### config.mk
export PLATFORM = sky130hd
export DESIGN_NAME = stream_cipher_arbiter
export DESIGN_NICKNAME = d
export VERILOG_FILES = /design/src/rtl/cipher_pkg.sv /design/src/rtl/rr_arbiter.sv /design/src/rtl/sbox.sv /design/src/rtl/stream_cipher_arbiter.sv
export SDC_FILE = /design/constraint.sdc
export NUM_CORES = 1
export LEC_CHECK = 0
export ABC_AREA = 1
export CAP_MARGIN = 20
export CELL_PAD_IN_SITES_DETAIL_PLACEMENT = 1
export CELL_PAD_IN_SITES_GLOBAL_PLACEMENT = 2
export CORE_MARGIN = 2
export CORE_UTILIZATION = 32
export DETAILED_ROUTE_END_ITERATION = 6
export PLACE_DENSITY = 0.86
export RECOVER_POWER = 50
export SYNTH_ARGS = -nofsm -noshare
export SYNTH_HDL_FRONTEND = slang
export SYNTH_HIERARCHICAL = 1
export SYNTH_SLANG_ARGS = --single-unit
### constraint.sdc
create_clock -name clk -period 19 [get_ports clk]
set_input_delay 1.9 -clock clk [delete_from_list [all_inputs] [get_ports clk]]
set_output_delay 1.9 -clock clk [all_outputs]
set_load 0.02 [all_outputs]
### src/rtl/cipher_pkg.sv
// cipher_pkg: shared byte type, counter-block width and counter/GF helpers
package cipher_pkg;
  localparam int CB_W = 8;
  typedef logic [CB_W-1:0] byte_t;
  function automatic byte_t cb_next(byte_t c);
    return c + 8'd1;
  endfunction
  function automatic byte_t gf_mul(byte_t a, byte_t b);
    byte_t p = '0;
    for (int k = 0; k < 8; k++) begin
      if (b[k]) p = p ^ a;
      a = {a[6:0], 1'b0} ^ (a[7] ? 8'h1b : 8'h00);
    end
    return p;
  endfunction
endpackage

### src/rtl/rr_arbiter.sv
// rr_arbiter: combinational round-robin grant starting the search at ptr
module rr_arbiter #(
  parameter int N = 4,
  localparam int W = $clog2(N)
) (
  input  logic [N-1:0] req,
  input  logic         en,
  input  logic [W-1:0] ptr,
  output logic [N-1:0] gnt,
  output logic [W-1:0] gnt_idx,
  output logic         gnt_any
);
  always_comb begin
    gnt_idx = '0;
    gnt_any = 1'b0;
    for (int k = N - 1; k >= 0; k--)
      if (en && req[(int'(ptr) + k) % N]) begin
        gnt_idx = W'((int'(ptr) + k) % N);
        gnt_any = 1'b1;
      end
    gnt = gnt_any ? N'(1) << gnt_idx : '0;
  end
endmodule

### src/rtl/sbox.sv
// sbox: AES S-box as GF(2^8) inverse (x^254) followed by the affine map
module sbox
  import cipher_pkg::*;
(
  input  byte_t din,
  output byte_t dout
);
  byte_t s, inv;
  always_comb begin
    s = din;
    inv = 8'h01;
    for (int k = 1; k < 8; k++) begin
      s = gf_mul(s, s);
      inv = gf_mul(inv, s);
    end
    dout = inv ^ {inv[6:0], inv[7]} ^ {inv[5:0], inv[7:6]} ^ {inv[4:0], inv[7:5]}
         ^ {inv[3:0], inv[7:4]} ^ 8'h63;
  end
endmodule

### src/rtl/stream_cipher_arbiter.sv
// stream_cipher_arbiter: round-robin sharing of one counter-mode S-box keystream across channels
module stream_cipher_arbiter
  import cipher_pkg::*;
#(
  parameter int N_CH = 4,
  parameter int CH_W = $clog2(N_CH)
) (
  input  logic              clk,
  input  logic              rst_n,
  input  logic [N_CH-1:0]   key_load,
  input  logic [N_CH*8-1:0] key,
  input  logic [N_CH*8-1:0] ptxt_char,
  input  logic [N_CH-1:0]   din_valid,
  output logic [N_CH-1:0]   din_ready,
  output logic [7:0]        ctxt_char,
  output logic [CH_W-1:0]   dout_ch,
  output logic              dout_valid,
  input  logic              dout_ready
);
  byte_t cb_q [N_CH];
  byte_t cb_d [N_CH];
  logic [CH_W-1:0] ptr_q, ptr_d, ch_q, ch_d, gnt_idx;
  byte_t ctxt_q, ctxt_d, sbox_out;
  logic valid_q, valid_d, gnt_any;
  logic [N_CH-1:0] gnt;
  rr_arbiter #(.N(N_CH)) u_arb (
    .req     (din_valid & ~key_load),
    .en      (rst_n && (!valid_q || dout_ready)),
    .ptr     (ptr_q),
    .gnt     (gnt),
    .gnt_idx (gnt_idx),
    .gnt_any (gnt_any)
  );
  sbox u_sbox (.din(cb_q[gnt_idx]), .dout(sbox_out));
  always_comb begin
    for (int k = 0; k < N_CH; k++)
      cb_d[k] = key_load[k] ? key[k*8 +: 8] : gnt[k] ? cb_next(cb_q[k]) : cb_q[k];
    ptr_d = !gnt_any ? ptr_q : gnt_idx == CH_W'(N_CH - 1) ? '0 : gnt_idx + 1'b1;
    ctxt_d = gnt_any ? ptxt_char[int'(gnt_idx)*8 +: 8] ^ sbox_out : ctxt_q;
    ch_d = gnt_any ? gnt_idx : ch_q;
    valid_d = gnt_any || (valid_q && !dout_ready);
  end
  always_ff @(posedge clk)
    if (!rst_n) begin
      for (int k = 0; k < N_CH; k++) cb_q[k] <= '0;
      ptr_q <= '0;
      ctxt_q <= '0;
      ch_q <= '0;
      valid_q <= 1'b0;
    end else begin
      cb_q <= cb_d;
      ptr_q <= ptr_d;
      ctxt_q <= ctxt_d;
      ch_q <= ch_d;
      valid_q <= valid_d;
    end
  assign din_ready = gnt;
  assign ctxt_char = ctxt_q;
  assign dout_ch = ch_q;
  assign dout_valid = valid_q;
endmodule

==> summary.txt <==
Worst EP arrival - 17.70 ns
Final #Nets - 4701
Clock Tree Buf Depth - 2
Status - complete, no violations
# port buffers - 89
Tcrit/Tclk final - 92.1%
Clk_lat worst skew - 0.30 ns
TritonCTS clock tree - yes
Crit. Startpoint - key_load[2]
Max-Cap Viols - 0
Max Freq - 57.1 MHz
Share of layout cells above drive strength 1 - 10.1%
Seq/Total Area, Yosys - 4.03%
Initial Util - 32.4%
Worst R2R Setup Slack - 3.26 ns
GPL Wtd Cong - 0.904
Worst Path Max Fanout - 30
Drt first pass iters - 5
Worst min-delay path class - reg2reg
Critical path type - in2reg
First-pass GRT wire length - 146000 um
Grt total ovfl - 0
Asr flop ratio synth - 0%
Worst EP required - 19.20 ns
Dominant cells by area after synthesis - nand2_1, nand3_1, inv_1, xor2_1, nor2_1
CTS root buf - clkbuf_16
Cells after synthesis - 4583
Clock Skews - 0.0109 ns
Post-route ant nets - 0
Yosys warnings - 6
Syn Nets - 4670
Syn_area_per_cell - 4.87 um2
Wire length per cell - 16.4 um
Full die area - 71900 um2
Slew Limit Fails - 0
Clk slew on worst S/H paths - 0.07 ns
Minimum clock period - 17.50 ns
Synth area leader - nand2_1
Worst setup SP type - input port
Area of the multi-input gates - 18700 um2
Rel. slew slack - 45.9%
Critical R2R Launch - ptr_q[0]
DRT iter0 DRCs - 1543
Number of flops mapped to enable cells by yosys - 0
CP peak stage delay - 0.59 ns
P&R area growth vs syn - 9.60%
Rows - 96
Synth Register Bits - 45
Die X - 268 um
Pin count of the biggest net entering global routing - 35
Crit-path slowest cell - clkdlybuf4s50_1
Final setup violating endpoints - 0
Clk sink count - 45
Worst slew pin tran - 0.812 ns
H-tree depth - 2
Most used flip-flop cell after synthesis - dfxtp_1
Num CTS Buffers - 5
Vias in the first global route - 27900
# fillers - 10100
Sequential cell area - 901 um2
Synth unique cells - 49
Fin. Hold Viols - 0
Post-Place Cells - 5519
CP Capture Type - register
Gr usage total - 24.9%
Vias/cell - 5.12
I/O pin cnt - 90
Cell with the most instances on the worst path - nand2_1
Top cell type's share of synthesized area - 34.4%
Initial antenna violation count - 5
WL final - 91000 um
Core Box Area - 68800 um2
Vias - 28400
RSZ-0062 raised after global routing - false
Worst Hold Launch - dout_valid
Mapped Area - 22300 um2
Post-route insts no fill - 5547
Final HPWL DP - 74100 um
Residual DRC - 0
Die Ht - 268 um
flip-flops by register name, indices dropped and copies added (netlist names):
| register | flops |
|---|---|
| cb_q | 32 |
| ctxt_char | 8 |
| dout_ch | 2 |
| dout_valid | 1 |
| ptr_q | 2 |
stage by stage:
step	hold slack, ns	TNS (ns)	worst slack [ns]	util (%)	cell area [um2]
after floorplan	0.456	0	3.52	-	22300
after global placement	0.467	0	0.156	34.6	23800
after detailed placement	0.473	-0.641	-0.105	34.6	23800
after CTS	0.487	0	0.109	34.9	24000
after global routing	0.522	0	0.00626	35.6	24500
final	0.483	0	1.50	35.6	24500
worst paths after layout:
check | cells after the start | to
max reg2reg | 120 | ctxt_char[1]
max | 124 | ctxt_char[1]
min reg2reg | 2 | dout_valid
min | 2 | dout_valid
layout make-up:
cell class | instances | area share, %
inverter | 563 | 8.92
clock inverter | 2 | 0.0613
multi-input combinational | 3852 | 76.5
sequential | 45 | 3.68
antenna | 1 | 0.0102
tap | 931 | 4.76
timing repair buffer | 146 | 5.48
timing repair inverter | 1 | 0.0204
clock buffer | 6 | 0.527
timing repair:
action / CTS / global route
setup buffers: 0 / 17
hold buffers: 0 / 0
endpoints found under the setup margin: 0 / 8
gates resized for setup: 0 / 89
logic make-up after synthesis:
family,share of synthesized area [%]
and+or+nand+nor,67.7
buffers and inverters,13.4
xor gates and xnor gates,9.54
adders and majority gates,0.672
AOI/OAI and AO/OA,4.63
DFF,4.03
synthesized netlist by cell type, types with 7 or more instances:
| cell | count |
|---|---|
| nand2_4 | 23 |
| nand3_2 | 22 |
| clkbuf_1 | 7 |
| nand2_2 | 147 |
| o21bai_1 | 17 |
| inv_4 | 7 |
| nand4_1 | 61 |
| xor2_1 | 137 |
| a21oi_1 | 55 |
| nand2_1 | 2049 |
| inv_2 | 105 |
| nor2_4 | 8 |
| xnor2_1 | 59 |
| o21ai_1 | 34 |
| o21ai_0 | 32 |
| ha_1 | 12 |
| buf_2 | 58 |
| buf_6 | 24 |
| a22oi_1 | 20 |
| nor2_2 | 22 |
| inv_1 | 443 |
| nor2_1 | 286 |
| xor2_2 | 13 |
| nand3_1 | 733 |
| nand3b_1 | 60 |
| buf_4 | 27 |
| dfxtp_1 | 45 |
| or2_1 | 21 |
metal layers:
layer / wire, um / up-vias / share of wire (%) / GRT usage, %
met4: 2710 / 4 / 3.0 / 7.25
met1: 41200 / 13400 / 45 / 31.7
met3: 2870 / 137 / 3.2 / 1.50
met5: 27 / - / 0.030 / 0
met2: 44200 / 449 / 49 / 44.8
li1: - / 14400 / - / -
critical path: cells and delay by family:
kind / cells / cell delay (ns)
AND/OR/NAND/NOR: 91 / 9.63
AO/OA/AOI/OAI: 4 / 0.86
buffers and inverters: 23 / 3.68
XOR/XNOR: 4 / 0.73
adder cells (fa/ha/maj): 2 / 0.73
layout by cell type (no fill, tap or decap), types with 5 or more instances in the layout:
cell / instances
inv_2: 94
nand3_2: 23
nand3b_1: 60
o21bai_1: 17
a22oi_1: 20
o21ai_1: 35
clkdlybuf4s50_1: 78
nand3_1: 732
clkbuf_16: 5
nand2_4: 43
dlygate4sd3_1: 11
xor2_1: 133
o21ai_0: 31
nand4_1: 61
a21oi_1: 50
nand2_1: 2032
nor2_2: 25
or2_1: 21
nor2_1: 283
buf_4: 50
or2_2: 6
dfxtp_1: 45
nand2_2: 144
xor2_4: 7
nor2_4: 8
xor2_2: 13
buf_6: 5
xnor2_1: 57
ha_1: 12
o211ai_1: 6
inv_4: 16
clkinv_1: 6
inv_1: 441
Power is left out: the tool's default activity adds up to more than one toggle a clock period on the data nets, which glitch-free logic cannot reach.
